### src/rtl/recon_pixel_serializer.sv
// Buffers reconstructed 2x8 blocks of three 14-bit components in a small FIFO
// and streams them out one clipped 13-bit pixel at a time under valid/ready.
module recon_pixel_serializer #(
  parameter int FIFO_DEPTH = 2
) (
  input  logic         clk,
  input  logic         rst,
  input  logic         flush,
  input  logic [12:0]  maxPoint,
  input  logic         pReconBlk_valid,
  input  logic [671:0] pReconBlk_p,
  output logic         blk_ready,
  output logic         pix_valid,
  input  logic         pix_ready,
  output logic [38:0]  pix_data,
  output logic         pix_row,
  output logic [2:0]   pix_col,
  output logic         pix_last,
  output logic         overflow
);

  localparam int PTR_W = $clog2(FIFO_DEPTH);
  localparam int CNT_W = $clog2(FIFO_DEPTH) + 1;
  localparam logic [CNT_W-1:0] DEPTH_C = CNT_W'(FIFO_DEPTH);

  logic [671:0]     mem_q [FIFO_DEPTH];
  logic [PTR_W-1:0] wrPtr_q, wrPtr_d;
  logic [PTR_W-1:0] rdPtr_q, rdPtr_d;
  logic [CNT_W-1:0] count_q, count_d;
  logic [3:0]       idx_q, idx_d;
  logic             overflow_q, overflow_d;
  logic             push, pop, xfer;
  logic [671:0]     headBlk;
  logic [13:0]      sample;

  // Space is judged on the registered count only, so a same-cycle pop never frees room.
  assign blk_ready = (count_q < DEPTH_C);
  assign pix_valid = (count_q != '0);
  assign overflow  = overflow_q;
  assign xfer      = pix_valid & pix_ready;
  assign pop       = xfer & (idx_q == 4'd15);
  assign push      = pReconBlk_valid & blk_ready & ~flush;

  always_comb begin
    wrPtr_d    = wrPtr_q;
    rdPtr_d    = rdPtr_q;
    count_d    = count_q;
    idx_d      = idx_q;
    overflow_d = overflow_q;
    if (flush) begin
      wrPtr_d    = '0;
      rdPtr_d    = '0;
      count_d    = '0;
      idx_d      = '0;
      overflow_d = 1'b0;
    end else begin
      if (push) wrPtr_d = wrPtr_q + 1'b1;
      if (pop)  rdPtr_d = rdPtr_q + 1'b1;
      if (xfer) idx_d = idx_q + 4'd1;
      case ({push, pop})
        2'b10:   count_d = count_q + 1'b1;
        2'b01:   count_d = count_q - 1'b1;
        default: count_d = count_q;
      endcase
      if (pReconBlk_valid & ~blk_ready) overflow_d = 1'b1;
    end
  end

  always_ff @(posedge clk or posedge rst) begin
    if (rst) begin
      wrPtr_q    <= '0;
      rdPtr_q    <= '0;
      count_q    <= '0;
      idx_q      <= '0;
      overflow_q <= 1'b0;
    end else begin
      wrPtr_q    <= wrPtr_d;
      rdPtr_q    <= rdPtr_d;
      count_q    <= count_d;
      idx_q      <= idx_d;
      overflow_q <= overflow_d;
    end
  end

  // Block storage is never observable while empty, so it carries no reset.
  always_ff @(posedge clk) begin
    if (push) mem_q[wrPtr_q] <= pReconBlk_p;
  end

  always_comb begin
    headBlk  = mem_q[rdPtr_q];
    sample   = '0;
    pix_data = '0;
    pix_row  = 1'b0;
    pix_col  = 3'd0;
    pix_last = 1'b0;
    if (pix_valid) begin
      for (int k = 0; k < 3; k++) begin
        sample = headBlk[(k * 16 + int'(idx_q)) * 14 +: 14];
        if (sample[13])
          pix_data[k*13 +: 13] = '0;
        else if (sample[12:0] > maxPoint)
          pix_data[k*13 +: 13] = maxPoint;
        else
          pix_data[k*13 +: 13] = sample[12:0];
      end
      pix_row  = idx_q[3];
      pix_col  = idx_q[2:0];
      pix_last = (idx_q == 4'd15);
    end
  end

endmodule

### config.mk
export PLATFORM = sky130hd
export DESIGN_NAME = recon_pixel_serializer
export DESIGN_NICKNAME = d
export VERILOG_FILES = /design/src/rtl/recon_pixel_serializer.sv
export SDC_FILE = /design/constraint.sdc
export NUM_CORES = 1
export LEC_CHECK = 0
export BUFFER_PORTS_ARGS = -buffer_cell sky130_fd_sc_hd__buf_2
export CAP_MARGIN = 10
export CORE_MARGIN = 2
export CORE_UTILIZATION = 35
export DETAILED_ROUTE_END_ITERATION = 6
export HOLD_SLACK_MARGIN = 0.03
export PLACE_DENSITY_LB_ADDON = 0.2
export REMOVE_ABC_BUFFERS = 1
export SYNTH_ARGS = -nofsm -noshare
export SYNTH_HDL_FRONTEND = slang
export SYNTH_SLANG_ARGS = --single-unit
### constraint.sdc
create_clock -name clk -period 99.3 [get_ports clk]
set_input_delay 9.93 -clock clk [delete_from_list [all_inputs] [get_ports clk]]
set_output_delay 9.93 -clock clk [all_outputs]
set_load 0.03 [all_outputs]
==> Word level (Yosys, flattened, before mapping) <==
Memories as Yosys holds them, arrays and structs flattened.
Cells that the tools add are included.
W data, S select, Z words.
{ "word_totals": {"register_bits": 9, "latchBits": 0, "mem_bits_rw": 1344, "mem_bits_ro": 0, "inputBits": 690, "out_inout_bits": 47, "word_cells": 61, "memories": 1} }
{ "classes": {"addsub": 7, "mul": 3, "div_mod_pow": 0, "magnitude_cmp": 4, "n_eq_ne": 3, "shift": 3, "mux": 22, "bitwise_logic": 7, "n_reduce_logical": 6} }
{ "mem_list": {"columns": ["memory", "depth", "word_bits", "rd", "rd_clocked_by_memory_dff", "wr", "line_no", "rtl"], "rows": [
  ["mem_q", 2, 672, 1, 0, 1, "26", "logic [671:0] mem_q [FIFO_DEPTH];"]
]} }
{ "ops": {"columns": ["cell", "count"], "rows": [
  ["$shiftx A672 B11 Y14", 1],
  ["$shiftx A672 B12 Y14", 1],
  ["$shiftx A672 B9 Y14", 1],
  ["$mux W13", 6],
  ["$gt A13 B13 Y1", 3],
  ["$mux W39", 1],
  ["$mul A7 B3 Y10 const B", 1],
  ["$mux W1", 10],
  ["$reduce_bool A2 Y1", 5],
  ["$mul A6 B3 Y9 const B", 1],
  ["$mux W4", 2],
  ["$add A6 B4 Y7 const A", 1],
  ["$mul A4 B3 Y7 const B", 1],
  ["$add A5 B4 Y6 const A", 1],
  ["$and A1 B1 Y1", 5],
  ["$add A4 B1 Y4 const B", 1],
  ["$eq A4 B4 Y1 const B", 1],
  ["$pmux W2 S2", 1],
  ["$mux W3", 1],
  ["$reduce_bool A3 Y1", 1],
  ["$add A1 B1 Y1 const B", 2],
  ["$add A2 B1 Y2 const B", 1],
  ["$eq A2 B1 Y1 const B", 1],
  ["$eq A2 B2 Y1 const B", 1],
  ["4 further kinds", 5]
]} }

==> Logic depth before layout (Yosys ltp) <==
Gate-level depths: netlist of run 1.
{ "logic_depth": {"ltp_word": 7, "ltp_mapped": 18, "depth_no_buf": 11} }

==> Worst setup path before layout of run 1 <==
No wires, ideal clock.
{ "synth_path": {"kind": "input to register", "from": "input flush", "to": "memory mem_q[0][0] (enable)", "setup_ns": 2.672, "t_arrival_ns": 58.571, "required_time_ns": 96.628, "slack_ns": 38.057, "stages": 2, "path_buffers": 1, "cell_sequence": "clkbuf_1 nor3b_1"} }
{ "synth_between": {"elab_chain_cells": 4} }
{ "synth_rtl": {"columns": ["element", "line_no", "rtl"], "rows": [
  ["from (decl)", "8", "input logic flush,"],
  ["$not A1 Y1", "42", "assign push = pReconBlk_valid & blk_ready & ~flush;"],
  ["$and A1 B1 Y1", "42", null],
  ["$mux W1", "87", "if (push) mem_q[wrPtr_q] <= pReconBlk_p;"],
  ["$mux W1 (not written as such)", "87", null],
  ["to (decl)", "26", null]
]} }
No other way between the ends.

==> Final worst setup path of run 1 <==
{ "layout_path": {"from": "input maxPoint[11]", "to": "output pix_data[29]"} }
{ "layout_between": {"elab_chain_cells": 4} }
{ "layout_rtl": {"columns": ["element", "line_no", "rtl"], "rows": [
  ["from (decl)", "9", "input logic [12:0] maxPoint,"],
  ["$gt A13 B13 Y1", "102", "else if (sample[12:0] > maxPoint)"],
  ["$mux W13", "102", null],
  ["$mux W13", "100", "if (sample[13])"],
  ["$mux W39", "97", "if (pix_valid) begin"],
  ["to (decl)", "15", "output logic [38:0] pix_data,"]
]} }
No other way between the ends.

==> run_results.csv, run 1 <==
group,metric,value,unit
finish,stdcell_area,64200,µm²
clock_tree,cts-root-buf,"clkbuf_16",
power_and_ir_drop,total_power,1.30,mW
timing,post-route-period-util,0.233,
placement,place_ws,76210,ps
finish,final_util,0.423,
grt,grt_pass1_wl,217000,µm
routing,wirelength,155000,µm
worst_setup_path,crit_chain,"buf_2 -> inv_1 -> ha_1 -> a21oi_1 -> nand2_1 -> a21oi_1 -> a311oi_1 -> a211oi_2 -> buf_2",
timing,setup_ws,76180,ps
power_and_ir_drop,seqPwrFrac,0.510,
clock_tree,cts.sinks,1353,
routing,ant_nets,0,
timing,finalMaxSlewViolations,0,
power_and_ir_drop,swShare,0.229,
routing,vias,29144,
worst_setup_path,startpoint_type,"input port",
logic_synthesis,synth-seq-area-share,0.760,
worst_setup_path,rr_worst_depth,7,
timing,rsz0062_at_grt,"false",
finish,fill_cells,13662,
logic_synthesis,synth_area_per_cell,20.1,µm²
clock_tree,clk_pin_slew,60,ps
power_and_ir_drop,leakagePower,21.1,nW
logic_synthesis,synth-seq-cells,1353,
worst_setup_path,crit_family,"compound AO/OA/AOI/OAI gates",
worst_setup_path,cp_max_fo,15,
floorplanning,io_pins,737,
placement,place_congestion,0.812,
min_path,holdPathStages,2,
clock_tree,clk_path_buf_depth,3,
timing,layout_min_cycle_time,23120,ps
timing,finalSetupViolCount,0,
clock_tree,cts_tree,"built",
floorplanning,die_height,395,µm
routing,drt-initial-drc-count,2076,
floorplanning,start_util,0.352,
worst_setup_path,reg2reg_to,"mem_q[1][401]",
grt,antenna_found_initial,121,
finish,final_nets,4176,
min_path,min-delay-start,"overflow",
finish,area.growth.synth_to_final,20.2,%
routing,drt_first_pass_iters,5,
worst_setup_path,worst-path-buf-inv,3,
grt,grt_max_degree,153,
timing,clock.fmax,43.2,MHz
power_and_ir_drop,clockPowerShare,0.414,
power_and_ir_drop,powerDensity,20.3,nW/µm²
floorplanning,row_count,143,
timing,worst_hold_slack,521,ps
timing,finalSetupTns,0,ps
timing,worst-slew-pin-transition,1380,ps
finish,multi_input_area,11900,µm²
logic_synthesis,ys.flop_type,"edfxtp_1",
clock_tree,cts_hold_buf,0,
job,cap_violations,0,
timing,max_slew_margin,0.0726,
floorplanning,die_area,156000,µm²
routing,route.detailed.drc,0,
logic_synthesis,ys_warn_count,0,
worst_setup_path,cp-end-kind,"output pin",
placement,dpl.cell_count,5324,
floorplanning,fp.dieW,395,µm
routing,avgRoutedWirePerCell,27.6,µm
finish,seq_area,40600,µm²
timing,hold_violations,0,
grt,overflow,0,
routing,post_drt_via_cell_ratio,5.18,
worst_setup_path,cpMaxStageDelayCell,"a211oi_2",
finish,fin_cells,5622,
power_and_ir_drop,p_int,1.00,mW
logic_synthesis,syn_area,53400,µm²
placement,placed_cell_area,59300,µm²
clock_tree,numCtsBuffers,149,
grt,grt_pass1_vias,29809,
logic_synthesis,synth-edff-count,1344,
min_path,hold_class,"flip-flop to flip-flop",
min_path,worstHoldEndpoint,"overflow",
worst_setup_path,cp.depth,9,
finish,layout-drive-gt1-share,0.347,
logic_synthesis,synthDistinctLibCells,55,
status,status,"finished clean",
placement,hpwlAfterDp,104000,µm
worst_setup_path,r2r_setup_slack,92950,ps
worst_setup_path,rr_startpoint,"count_q[1]",
clock_tree,cts_resized,0,
worst_setup_path,required,89370,ps
clock_tree,clk-insertion-delay-late,780,ps
grt,grt_usage,0.196,
logic_synthesis,synthCells,2659,
power_and_ir_drop,combPwrFrac,0.076,
floorplanning,core_region_area,152000,µm²
power_and_ir_drop,power_switching,0.298,mW
placement,portBuffers,736,
logic_synthesis,async_flop_share,0.00665,
clock_tree,h-tree-depth,4,
worst_setup_path,crit_type,"input port to output pin",
power_and_ir_drop,vdd_ir_drop_max,13.9,µV
clock_tree,post_cts_buffers,0,
worst_setup_path,crit_arrival,13190,ps
timing,final.setup_skew,41.0,ps
worst_setup_path,cpPeakStageDelay,870,ps
synthesized netlist by cell type (29+ instances only):
master    number  share of area
mux4_2       193          0.081
a21oi_1       51         0.0048
mux2i_1      300          0.056
and4_1        39         0.0064
ha_1          40         0.0094
inv_1         49         0.0034
clkbuf_1      71         0.0050
a211oi_1      29         0.0041
nand3_1       85         0.0080
nand2_1       50         0.0035
a22oi_1      184          0.026
edfxtp_1    1344           0.76
worst max path at each step:
stage	startpoint	to	slack, ps
after floorplan	pReconBlk_valid	mem_q[0][0]	38170
after global placement	maxPoint[11]	pix_data[29]	76220
after detailed placement	maxPoint[11]	pix_data[29]	76210
after CTS	maxPoint[11]	pix_data[29]	76190
after global routing	maxPoint[11]	pix_data[29]	76050
final	maxPoint[11]	pix_data[29]	76180
power groups by stage:
stage               Sequential (mW)  Combinational (mW)  Clock (mW)
CTS                           0.665               0.101       0.555
finish                        0.665              0.0991       0.539
floorplan                     0.716              0.0487           0
detailed placement            0.677               0.101           0
global placement              0.676              0.0998           0
global route                  0.666               0.108       0.577
metal layers:
| metal | vias to the layer above | wire length, µm | track usage |
|---|---|---|---|
| met5 | - | 685 | 0 |
| met4 | 110 | 2920 | 0.0371 |
| met3 | 340 | 12500 | 0.0659 |
| met2 | 969 | 73700 | 0.316 |
| met1 | 15000 | 65700 | 0.260 |
| li1 | 12725 | - | - |
kinds of logic (layout without fill, tap and decap cells):
group / after synthesis / count (layout) / share of synthesized area
other: 0 / 23 / 0
and+or+nand+nor: 222 / 222 / 0.0231
DFF: 1353 / 1353 / 0.760
buffers and inverters: 203 / 1113 / 0.0196
AOI/OAI and AO/OA: 335 / 335 / 0.0474
xor gates and xnor gates: 7 / 7 / 0.00115
adders and majority gates: 40 / 40 / 0.00937
muxes: 499 / 499 / 0.139
area by class of cell:
class / count / share of cell area
Sequential cell: 1353 / 0.632
Multi-Input combinational cell: 1103 / 0.185
Timing Repair Buffer: 789 / 0.0648
Clock buffer: 181 / 0.0613
Tap cell: 2030 / 0.0396
Clock inverter: 93 / 0.0135
Inverter: 50 / 0.00292
Antenna cell: 23 / 0.000897
tightest hold or removal path, cell delays in order (launching register included):
cell and delay [ps]:
dfrtp_1 360, a21oi_1 50, nor2_1 80
flip-flops by register name, indices dropped and copies added (netlist names):
name and flops:
count_q 2, idx_q 4, mem_q 1344, overflow 1
rdPtr_q 1, wrPtr_q 1
cell usage in the layout, fill, tap and decap left out, types with 23 or more instances in the layout:
| cell type | netlist | layout |
|---|---|---|
| a211oi_1 | 29 | 28 |
| mux2i_1 | 300 | 300 |
| inv_1 | 49 | 49 |
| buf_2 | 24 | 736 |
| a311oi_1 | 24 | 24 |
| clkinv_1 | 1 | 41 |
| edfxtp_1 | 1344 | 1344 |
| nand2_1 | 50 | 50 |
| clkbuf_1 | 71 | 27 |
| a21oi_1 | 51 | 51 |
| clkbuf_16 | 0 | 152 |
| mux4_2 | 193 | 193 |
| diode_2 | 0 | 23 |
| ha_1 | 40 | 40 |
| buf_4 | 23 | 47 |
| a22oi_1 | 184 | 184 |
| clkinv_2 | 0 | 25 |
| and4_1 | 39 | 39 |
| nand3_1 | 85 | 85 |
Note: power is estimated with default switching activity, not from simulation.
==> inputs of run 2 (changes only) <==
clock period = 23.4 ns   (was 99.3 ns; I/O delays follow)
==> run 2 against run 1 <==
Clock power rose to 4.2 times the previous value. Critical endpoint is now pix_data[17]. Die area did not move. Via count rose by 0.48%. Power rose to 4.2 times the previous value. Cell count rose by 0.12%. Hold slack got worse by 0.95 ps. Largest cell class unchanged. Critical path depth rose by 7.
==> run_results.csv, run 2 (synthesis gave the netlist of run 1 again) <==
group,metric,value,unit
grt,use_met3,0.0723,
min_path,min-delay-start,"overflow",
grt,antenna_found_initial,108,
worst_setup_path,required,21060,ps
timing,hold_violations,0,
grt,grt_util_met2,0.309,
timing,layout_min_cycle_time,10780,ps
clock_tree,cts_hold_buf,0,
finish,regMostFlops,"mem_q",
finish,reg.largest.list,"mem_q x1344, idx_q x4, count_q x2",
finish,area.growth.synth_to_final,20.1,%
finish,layout-drive-gt1-share,0.344,
worst_setup_path,crit_chain,"buf_4 -> buf_12 -> buf_4 -> buf_4 -> mux4_2 -> a22oi_1 -> and4_1 -> inv_1 -> ha_1 -> nand2_1 -> o21ai_0 -> a221oi_2 -> buf_4 -> a21o_1 -> a211oi_2 -> buf_2",
worst_setup_path,cp_max_fo,80,
floorplanning,die_height,395,µm
worst_setup_path,rr_worst_depth,6,
routing,drt-initial-drc-count,2251,
timing,rsz0062_at_grt,"false",
power_and_ir_drop,powerDensity,85.7,nW/µm²
timing,final.setup_skew,14.6,ps
clock_tree,cts-root-buf,"clkbuf_16",
worst_setup_path,reg2reg_to,"mem_q[0][352]",
power_and_ir_drop,leakagePower,21.1,nW
worst_setup_path,cpMaxStageDelayCell,"a211oi_2",
grt,grt_pass1_wl,218000,µm
clock_tree,clk-insertion-delay-late,770,ps
job,cap_violations,0,
worst_setup_path,cp-end-kind,"output pin",
finish,most-common-layout-cells,"1344 x edfxtp_1, 736 x buf_2, 300 x mux2i_1",
timing,clock.fmax,92.7,MHz
status,status,"finished clean",
routing,drt_first_pass_iters,5,
clock_tree,clk_pin_slew,60,ps
timing,setup_ws,12620,ps
power_and_ir_drop,vdd_ir_drop_max,59.2,µV
clock_tree,cts.sinks,1353,
grt,met1_usage,0.253,
timing,max_slew_margin,0.207,
floorplanning,die_area,156000,µm²
routing,ant_nets,0,
routing,route.detailed.drc,0,
worst_setup_path,critPathMostFrequentCell,"buf_4",
grt,busiest_layer,"met2",
worst_setup_path,crit_arrival,8440,ps
grt,overflow,0,
clock_tree,clk_path_buf_depth,3,
placement,place_ws,13450,ps
placement,hpwlAfterDp,104000,µm
worst_setup_path,startpoint,"rdPtr_q",
finish,stdcell_area,64100,µm²
worst_setup_path,startpoint_type,"flip-flop",
clock_tree,cts_tree,"built",
power_and_ir_drop,total_power,5.49,mW
clock_tree,numCtsBuffers,149,
floorplanning,core_region_area,152000,µm²
timing,finalSetupTns,0,ps
placement,dpl.cell_count,5320,
min_path,holdPathStages,2,
timing,finalSetupViolCount,0,
grt,grt_pass1_vias,30232,
placement,place_congestion,0.758,
min_path,worstHoldEndpoint,"overflow",
floorplanning,row_count,143,
worst_setup_path,rr_startpoint,"count_q[1]",
timing,post-route-period-util,0.461,
placement,portBuffers,736,
placement,placed_cell_area,59300,µm²
floorplanning,io_pins,737,
finish,final_nets,4172,
worst_setup_path,crit_type,"flip-flop to output pin",
finish,final_common_cell,"edfxtp_1",
floorplanning,fp.dieW,395,µm
clock_tree,post_cts_buffers,0,
routing,post_drt_via_cell_ratio,5.20,
worst_setup_path,r2r_setup_slack,18390,ps
clock_tree,h-tree-depth,4,
timing,worst-slew-pin-transition,1190,ps
grt,grt_usage,0.197,
floorplanning,start_util,0.352,
clock_tree,cts_resized,0,
grt,grt_max_degree,159,
routing,avgRoutedWirePerCell,27.8,µm
finish,largest_reg_flops,1344,
finish,fin_cells,5629,
routing,wirelength,157000,µm
worst_setup_path,cpPeakStageDelay,990,ps
routing,vias,29285,
timing,finalMaxSlewViolations,0,
min_path,hold_class,"flip-flop to flip-flop",
[run 2: metrics by stage]
stage	hold WS, ps	util
after floorplan	525	-
after global routing	559	0.422
after global placement	477	0.391
after CTS	525	0.422
after detailed placement	510	0.391
final	520	0.423
[run 2: how the worst max path moves through the flow]
stage | endpoint | slack (ps) | depth (start not counted)
detailed placement | pix_data[17] | 13450 | 16
CTS | pix_data[17] | 12570 | 16
finish | pix_data[17] | 12620 | 16
global placement | pix_data[17] | 13430 | 16
global route | pix_data[17] | 12260 | 16
floorplan | mem_q[0][0] | -30140 | 2
[run 2: critical path, delay by kind of cell, from the launching register on]
| kind | cells | cell delay, ps |
|---|---|---|
| AO/OA/AOI/OAI | 5 | 1950 |
| AND/OR/NAND/NOR | 2 | 410 |
| multiplexers | 1 | 610 |
| adder cells (fa/ha/maj) | 1 | 300 |
| buffers and inverters | 7 | 3350 |
| flip-flops | 1 | 800 |
[run 2: routing by layer]
| metal | vias to the layer above | share of wire | routed length, µm |
|---|---|---|---|
| li1 | 12724 | - | - |
| met1 | 15102 | 0.41 | 64900 |
| met2 | 1019 | 0.47 | 73100 |
| met3 | 344 | 0.087 | 13600 |
| met4 | 96 | 0.029 | 4510 |
| met5 | - | 0.0037 | 579 |
[run 2: cell type report]
cell class,instances,area (µm²)
fill,13689,87600
inverter,50,188
sequential,1353,40600
multi-input combinational,1103,11900
timing repair buffer,785,4160
clock buffer,190,3950
tap,2030,2540
clock inverter,79,763
antenna,39,97.6
[run 2: where the power goes]
| part | total, mW | internal (mW) | leakage, nW | switching, mW |
|---|---|---|---|---|
| clock | 2.25 | 1.30 | 2.29 | 0.953 |
| sequential | 2.82 | 2.80 | 12.4 | 0.0250 |
| combinational | 0.418 | 0.139 | 6.36 | 0.279 |
| total | 5.49 | 4.24 | 21.1 | 1.26 |
